--- src/rtl/f_sched_pkg.sv ---
// Shared tables for the BLAKE2 round scheduler: message permutation (SIGMA)
// and the column/diagonal state-word indices of the eight G calls (GIDX).
package f_sched_pkg;

  typedef logic [3:0] sel_t;

  localparam int ROUNDS_S = 10;
  localparam int ROUNDS_B = 12;

  localparam sel_t SIGMA [10][16] = '{
    '{4'h0, 4'h1, 4'h2, 4'h3, 4'h4, 4'h5, 4'h6, 4'h7, 4'h8, 4'h9, 4'ha, 4'hb, 4'hc, 4'hd, 4'he, 4'hf},
    '{4'he, 4'ha, 4'h4, 4'h8, 4'h9, 4'hf, 4'hd, 4'h6, 4'h1, 4'hc, 4'h0, 4'h2, 4'hb, 4'h7, 4'h5, 4'h3},
    '{4'hb, 4'h8, 4'hc, 4'h0, 4'h5, 4'h2, 4'hf, 4'hd, 4'ha, 4'he, 4'h3, 4'h6, 4'h7, 4'h1, 4'h9, 4'h4},
    '{4'h7, 4'h9, 4'h3, 4'h1, 4'hd, 4'hc, 4'hb, 4'he, 4'h2, 4'h6, 4'h5, 4'ha, 4'h4, 4'h0, 4'hf, 4'h8},
    '{4'h9, 4'h0, 4'h5, 4'h7, 4'h2, 4'h4, 4'ha, 4'hf, 4'he, 4'h1, 4'hb, 4'hc, 4'h6, 4'h8, 4'h3, 4'hd},
    '{4'h2, 4'hc, 4'h6, 4'ha, 4'h0, 4'hb, 4'h8, 4'h3, 4'h4, 4'hd, 4'h7, 4'h5, 4'hf, 4'he, 4'h1, 4'h9},
    '{4'hc, 4'h5, 4'h1, 4'hf, 4'he, 4'hd, 4'h4, 4'ha, 4'h0, 4'h7, 4'h6, 4'h3, 4'h9, 4'h2, 4'h8, 4'hb},
    '{4'hd, 4'hb, 4'h7, 4'he, 4'hc, 4'h1, 4'h3, 4'h9, 4'h5, 4'h0, 4'hf, 4'h4, 4'h8, 4'h6, 4'h2, 4'ha},
    '{4'h6, 4'hf, 4'he, 4'h9, 4'hb, 4'h3, 4'h0, 4'h8, 4'hc, 4'h2, 4'hd, 4'h7, 4'h1, 4'h4, 4'ha, 4'h5},
    '{4'ha, 4'h2, 4'h8, 4'h4, 4'h7, 4'h6, 4'h1, 4'h5, 4'hf, 4'hb, 4'h9, 4'he, 4'h3, 4'hc, 4'hd, 4'h0}
  };

  // Rows 0-3 are the columns, rows 4-7 the diagonals; entries are a, b, c, d.
  localparam sel_t GIDX [8][4] = '{
    '{4'h0, 4'h4, 4'h8, 4'hc},
    '{4'h1, 4'h5, 4'h9, 4'hd},
    '{4'h2, 4'h6, 4'ha, 4'he},
    '{4'h3, 4'h7, 4'hb, 4'hf},
    '{4'h0, 4'h5, 4'ha, 4'hf},
    '{4'h1, 4'h6, 4'hb, 4'hc},
    '{4'h2, 4'h7, 4'h8, 4'hd},
    '{4'h3, 4'h4, 4'h9, 4'he}
  };

endpackage

--- src/rtl/f_sched_lane.sv ---
// Combinational decode of one G call: state-word and message-word selects
// for a given sub index and round.
module f_sched_lane
  import f_sched_pkg::*;
(
  input  logic [2:0] sub,
  input  logic [3:0] rnd,
  output sel_t       a_sel,
  output sel_t       b_sel,
  output sel_t       c_sel,
  output sel_t       d_sel,
  output sel_t       m0_sel,
  output sel_t       m1_sel
);

  logic [3:0] row;

  always_comb begin
    // BLAKE2b rounds 10 and 11 wrap back onto permutation rows 0 and 1.
    row    = (rnd >= 4'd10) ? (rnd - 4'd10) : rnd;
    a_sel  = GIDX[sub][0];
    b_sel  = GIDX[sub][1];
    c_sel  = GIDX[sub][2];
    d_sel  = GIDX[sub][3];
    m0_sel = SIGMA[row][{sub, 1'b0}];
    m1_sel = SIGMA[row][{sub, 1'b1}];
  end

endmodule

--- src/rtl/f_sched_seq.sv ---
// BLAKE2 compression-round scheduler: walks rounds and beats, issuing LANES
// G-call select sets per beat over a valid/ready handshake.
module f_sched_seq
  import f_sched_pkg::*;
#(
  parameter int NUM_ROUNDS = 10,
  parameter int LANES      = 1
) (
  input  logic               clk,
  input  logic               rst,
  input  logic               start,
  input  logic               abort,
  input  logic               out_ready,
  output logic               out_valid,
  output logic               out_last,
  output logic [3:0]         out_rnd,
  output logic [2:0]         out_sub,
  output logic [4*LANES-1:0] a_sel,
  output logic [4*LANES-1:0] b_sel,
  output logic [4*LANES-1:0] c_sel,
  output logic [4*LANES-1:0] d_sel,
  output logic [4*LANES-1:0] m0_sel,
  output logic [4*LANES-1:0] m1_sel,
  output logic               busy,
  output logic               done
);

  localparam int BPR = 8 / LANES;
  localparam logic [3:0] LAST_RND  = 4'(NUM_ROUNDS - 1);
  localparam logic [2:0] LAST_BEAT = 3'(BPR - 1);

  localparam logic [0:0] ST_IDLE = 1'b0;
  localparam logic [0:0] ST_RUN  = 1'b1;

  if (!(NUM_ROUNDS == ROUNDS_S || NUM_ROUNDS == ROUNDS_B)) begin : g_bad_rounds
    $error("f_sched_seq: NUM_ROUNDS must be 10 or 12");
  end
  if (!(LANES == 1 || LANES == 2 || LANES == 4)) begin : g_bad_lanes
    $error("f_sched_seq: LANES must be 1, 2 or 4");
  end

  logic [0:0] state_q, state_d;
  logic [3:0] rnd_q, rnd_d;
  logic [2:0] beat_q, beat_d;
  logic       done_q, done_d;
  logic       run, is_last;

  assign run     = (state_q == ST_RUN);
  assign is_last = run && (rnd_q == LAST_RND) && (beat_q == LAST_BEAT);

  // Counters are cleared whenever we drop to IDLE so idle outputs decode to zero.
  always_comb begin
    state_d = state_q;
    rnd_d   = rnd_q;
    beat_d  = beat_q;
    done_d  = 1'b0;
    case (state_q)
      ST_IDLE: begin
        if (start && !abort) begin
          state_d = ST_RUN;
          rnd_d   = '0;
          beat_d  = '0;
        end
      end
      ST_RUN: begin
        if (abort) begin
          state_d = ST_IDLE;
          rnd_d   = '0;
          beat_d  = '0;
        end else if (out_ready) begin
          if (is_last) begin
            state_d = ST_IDLE;
            rnd_d   = '0;
            beat_d  = '0;
            done_d  = 1'b1;
          end else if (beat_q == LAST_BEAT) begin
            beat_d = '0;
            rnd_d  = rnd_q + 4'd1;
          end else begin
            beat_d = beat_q + 3'd1;
          end
        end
      end
      default: state_d = ST_IDLE;
    endcase
  end

  always_ff @(posedge clk) begin
    if (rst) begin
      state_q <= ST_IDLE;
      rnd_q   <= '0;
      beat_q  <= '0;
      done_q  <= 1'b0;
    end else begin
      state_q <= state_d;
      rnd_q   <= rnd_d;
      beat_q  <= beat_d;
      done_q  <= done_d;
    end
  end

  logic [2:0] lane_sub [LANES];
  sel_t lane_a [LANES];
  sel_t lane_b [LANES];
  sel_t lane_c [LANES];
  sel_t lane_d [LANES];
  sel_t lane_m0[LANES];
  sel_t lane_m1[LANES];

  for (genvar k = 0; k < LANES; k++) begin : g_lane
    assign lane_sub[k] = 3'(int'(beat_q) * LANES + k);

    f_sched_lane u_lane (
      .sub    (lane_sub[k]),
      .rnd    (rnd_q),
      .a_sel  (lane_a[k]),
      .b_sel  (lane_b[k]),
      .c_sel  (lane_c[k]),
      .d_sel  (lane_d[k]),
      .m0_sel (lane_m0[k]),
      .m1_sel (lane_m1[k])
    );
  end

  always_comb begin
    out_valid = run;
    busy      = run;
    out_last  = is_last;
    done      = done_q;
    out_rnd   = rnd_q;
    out_sub   = 3'(int'(beat_q) * LANES);
    a_sel     = '0;
    b_sel     = '0;
    c_sel     = '0;
    d_sel     = '0;
    m0_sel    = '0;
    m1_sel    = '0;
    if (run) begin
      for (int k = 0; k < LANES; k++) begin
        a_sel[4*k +: 4]  = lane_a[k];
        b_sel[4*k +: 4]  = lane_b[k];
        c_sel[4*k +: 4]  = lane_c[k];
        d_sel[4*k +: 4]  = lane_d[k];
        m0_sel[4*k +: 4] = lane_m0[k];
        m1_sel[4*k +: 4] = lane_m1[k];
      end
    end
  end

endmodule

--- config.mk ---
export PLATFORM = sky130hd
export DESIGN_NAME = f_sched_seq
export DESIGN_NICKNAME = d
export VERILOG_FILES = /design/src/rtl/f_sched_pkg.sv /design/src/rtl/f_sched_lane.sv /design/src/rtl/f_sched_seq.sv
export SDC_FILE = /design/constraint.sdc
export NUM_CORES = 1
export LEC_CHECK = 0
export ABC_AREA = 1
export ABC_CLOCK_PERIOD_IN_PS = 3100
export CAP_MARGIN = 20
export CORE_MARGIN = 4
export CORE_UTILIZATION = 40
export DETAILED_ROUTE_END_ITERATION = 16
export PLACE_DENSITY = 0.64
export SLEW_MARGIN = 20
export SYNTH_ARGS = -nofsm -noshare
export SYNTH_HDL_FRONTEND = slang
export SYNTH_HIERARCHICAL = 1
export SYNTH_SLANG_ARGS = --single-unit
--- constraint.sdc ---
create_clock -name clk -period 3.1 [get_ports clk]
set_clock_uncertainty 0.2 [all_clocks]
set_input_delay 0.62 -clock clk [delete_from_list [all_inputs] [get_ports clk]]
set_output_delay 0.62 -clock clk [all_outputs]
set_load 0.05 [all_outputs]
# After elaboration in Yosys (flattened, before gate mapping)
# Memories as Yosys holds them, arrays and structs flattened.
# Cells that the tools add are included.
# classes
order_cmp	5
reduce_logical	7
mux	35
bitwise_logic	6
n_addsub	3
n_eq_ne	5
# ops
operator	n
$mux 64	2
$mux 4	16
$bmux 4 s4	2
$mux 16	2
$ge 5x5->1 const B	3
$mux 3	5
$not 4->5	3
$ge 4x4->1 const B	2
$pmux 4 s2	1
$pmux 3 s2	1
$mux 1	5
$add 4x1->4 const B	1
$eq 4x4->1 const B	1
$ne 4x3->1 const B	1
$not 3->4	1
$reduce_or 4->1	1
$sub 4x4->4 const B	1
$add 3x1->3 const B	1
$eq 3x3->1 const B	1
$logic_and 1x1->1	3
$ne 3x3->1 const B	1
$reduce_and 3->1	1
$ne 2x2->1 const B	1
$not 1->1	2
other kinds (3)	3
# totals
mem_count	2
ff_bits	9
elab_cells	67
mem_bits_ro	1152
# memory_table
memory	depth	word_bits	rd	rd_ports_with_merged_regs	wr	line_no	source
(name not given)	16	64	1	0	0	f_sched_lane.sv:25	m0_sel = SIGMA[row][{sub, 1'b0}];
(name not given)	8	16	1	0	0	f_sched_lane.sv:23	c_sel = GIDX[sub][2];

# Logic depth before layout (Yosys ltp)
# depth
ltp_word	10
ltp_mapped	18
depth_no_buf	17

# Hierarchy
# Netlist, hierarchy kept.
# modules_own_cells
mod	cells_each	area_each_um2	seq_area_each_um2	n_inst
f_sched_lane	303	1498.9	0.0	1
f_sched_seq	125	770.7	180.2	1

# Least setup slack after synthesis
# Ideal clock, no wire load.
# synth_path
path_kind	register -> output
start	register rnd_q[1], in the netlist out_rnd[1]
end	output m1_sel[3]
stages_incl_launch_ff	15
path_buffers	1
arrival_ns	2.430
required_ns	2.280
slack_ns	-0.150
path_cell_list	dfxtp_1 > inv_1 > ha_1 > nand2_2 > nand2_8 > inv_4 > buf_6 > nand2_1 > nand2_1 > nand2_1 > nand2_1 > nor2_1 > a21oi_1 > nand2_1 > inv_1
# synth_lines
element	line_no	source
from (decl)	f_sched_seq.sv:43	logic [3:0] rnd_q, rnd_d;
from (signal assigned)	f_sched_seq.sv:96	rnd_q <= rnd_d;
to (decl)	f_sched_seq.sv:23	output logic [4*LANES-1:0] m1_sel,

==> out/metrics.cfg <==
[run_status]
status=completed

[sta]
finalMaxSlewViolations=0
relSlewSlack_pct=63.8
fmax_mhz=328
timing.final.ws_setup_ns=0.0544
final.min_clock_period_ns=3.05
finalSetupTns_ns=0
period_share_pct=98.2
final_hold_viol_count=0
rsz0062_at_grt=true
worst_pin_slew_ns=0.542
setup_viol=0

[final_layout]
drive_above_1_share_pct=26.9
multi_input_area_mm2=0.00181
syn2layout_area_growth_pct=35.4
seqCellArea_um2=193
fillers=575
diodes=0
final_net_count=495

[die]
die_w_um=83.3
io_pins=40
rows=27
die_area_mm2=0.00694
core_area_mm2=0.00551
die_h_um=83.3
start_util_pct=41.2

[power]
clkPwrFrac_pct=23.0
power.share.combinational_pct=56.5
vdd_ir_drop_max_uv=273
p_seq_share_pct=20.5
power_mw=0.611
leakage_nw=1.80
p_switching_mw=0.286
p_per_area_mw_per_mm2=199
power.internal_mw=0.325
switching_share_pct=46.8

[clocking]
numCtsBuffers=3
cts_tree=yes
cts_root_buffer=clkbuf_8
cts_sinks=9
hold_buffers=0
cts_buffer_depth=2
clk_latency_ns=0.24
clk_pin_slew_worst_paths_ns=0.05
cts_htree_levels=1

[logic_synthesis]
synth_fa_ha_area_share_pct=7.17
synth_top_area_share_pct=26.8
synth_top_area_cell=nand2_1
syn_area_per_cell_um2=5.30
async_flop_share_pct=0
synth_xor_area_share_pct=0.772
synth_top_family_by_area=simple AND/OR/NAND/NOR gates
synth-seq-cells=9
yosysMostFrequentCell=nand2_1
yosys.area_share.simple_pct=55.2
ys.warnings.count=6
yosysSeqAreaShare_pct=7.94
synth_cell_types=33
syn_inst=428
synthMuxAreaShare_pct=0
synth_common_cells=162 x nand2_1, 64 x inv_1, 51 x nand3_1
ys.flop_type=dfxtp_1
synth_area_mm2=0.00227
synth_edf_count=0
yosys-top-cells-area=nand2_1 27%, nand3_1 11%, inv_1 11%, dfxtp_1 7.9%, ha_1 7.2%
synth_compound_area_share_pct=7.06

[global_route]
grt_pass1_vias=2426
grt_pass1_wl_mm=12.2
grt-ovfl-total=0
grt_use_total_pct=21.0
antenna_found_initial=0
grt_max_degree=32

[drt]
finalWirelength_mm=8.07
viasPerCell=5.10
wl_per_cell_um=14.7
drc=0
drtPass1Iterations=6
ant_nets=0
drt-initial-drc-count=285
vias=2797

[critical_path]
setup.worst_path.start_class=flop
r2r_setup_slack_ns=1.10
crit_type=flop to primary output
crit_family=simple AND/OR/NAND/NOR gates
critPathBufInv=6
r2r-start=beat_q[1]
worstPathMaxFanout=6
crit_top_cell=nand2_1
slowest_delay_ns=0.39
crit_slowest_cell=dfxtp_4
cp-end-kind=primary output
path_cells=inv_4, ha_4, nand2_8, buf_6, buf_4, nand3_2, nand2_2, a21oi_1, nor2_2, nor2_1, nand2_1, nand2_1, inv_1, nand2_1, inv_2, buf_12
worst_ep_arrival_time_ns=2.23
crit_required_ns=2.28
startpoint=out_rnd[1]

[flow_run]
timing.max_cap.violations=0

[hold_path]
hold_start=out_rnd[0]
min_path_type=flop to flop

[placement]
io_buffers=35
routabilityCongestion=0.978
pre_cts_ws_ns=0.0895
dp_hpwl_mm=5.76

[area by class of cell]
cell class / instances / share of cell area (%)
sequential: 9 / 6.27
timing repair buffer: 64 / 20.9
clock inverter: 1 / 0.163
inverter: 71 / 9.65
tap: 72 / 2.93
clock buffer: 3 / 1.34
multi-input combinational: 328 / 58.8
[worst register-to-register path: cells and delay by family (launching register included)]
family | cells | cell delay, ns
buf+inv | 1 | 0.22
flops | 1 | 0.47
fa+ha+maj | 2 | 0.35
simple gates | 3 | 0.49
compound gates | 1 | 0.18
[cell usage in the layout, fill, tap and decap left out, drive strengths merged, types with 2 or more instances in the layout]
cell type / count
a21oi: 17
a31oi: 2
buf: 52
clkbuf: 3
clkdlybuf4s50: 12
clkinv: 4
conb: 8
dfxtp: 9
ha: 13
inv: 68
nand2: 177
nand3: 56
nand4: 5
nor2: 33
nor3: 2
o21ai: 8
xor2: 2
[timing repair]
item,in CTS,in global routing
endpoints found under the setup margin,8,8
pin swaps,1,15
cloned,0,1
setup buffers,3,17
gates resized for setup,8,59
[worst paths after layout]
path | to | cells past startpoint
setup / recovery | m1_sel[0] | 16
hold / removal | out_rnd[0] | 2
setup reg to reg | out_rnd[1] | 7
hold reg to reg | out_rnd[0] | 2
[routing by layer]
metal | vias to the layer above | part of all wire [%] | track usage [%]
met5 | - | 0 | 0
li1 | 1403 | - | -
met2 | 159 | 48 | 34.0
met3 | 11 | 8.5 | 3.57
met1 | 1224 | 42 | 29.0
met4 | 0 | 1.3 | 4.31
[power groups by stage]
stage | combinational [mW] | clock (mW) | sequential (mW)
final | 0.345 | 0.141 | 0.125
after CTS | 0.305 | 0.143 | 0.126
after floorplan | 0.209 | 0 | 0.144
after global routing | 0.374 | 0.151 | 0.126
after detailed placement | 0.302 | 0 | 0.129
after global placement | 0.306 | 0 | 0.128
[cell families after synthesis]
group | after synthesis
buf+inv | 98
fa+ha+maj | 13
compound gates | 30
xor+xnor | 2
flops | 9
simple gates | 274
other cells | 2
[flip-flops by register name, indices dropped and copies added (netlist names)]
name,flops
out_rnd,4
beat_q,3
busy,1
done,1
[metrics by stage]
stage	instances	util, %	instance area (um2)	hold slack [ns]
6_report	548	55.8	3070	0.370
5_1_grt	548	55.8	3070	0.403
4_1_cts	531	49.9	2750	0.337
3_5_place_dp	524	48.2	2650	0.322
3_3_place_gp	524	48.2	2650	0.324
2_1_floorplan	434	-	2300	0.393
Note: power is estimated with default switching activity, not from simulation.
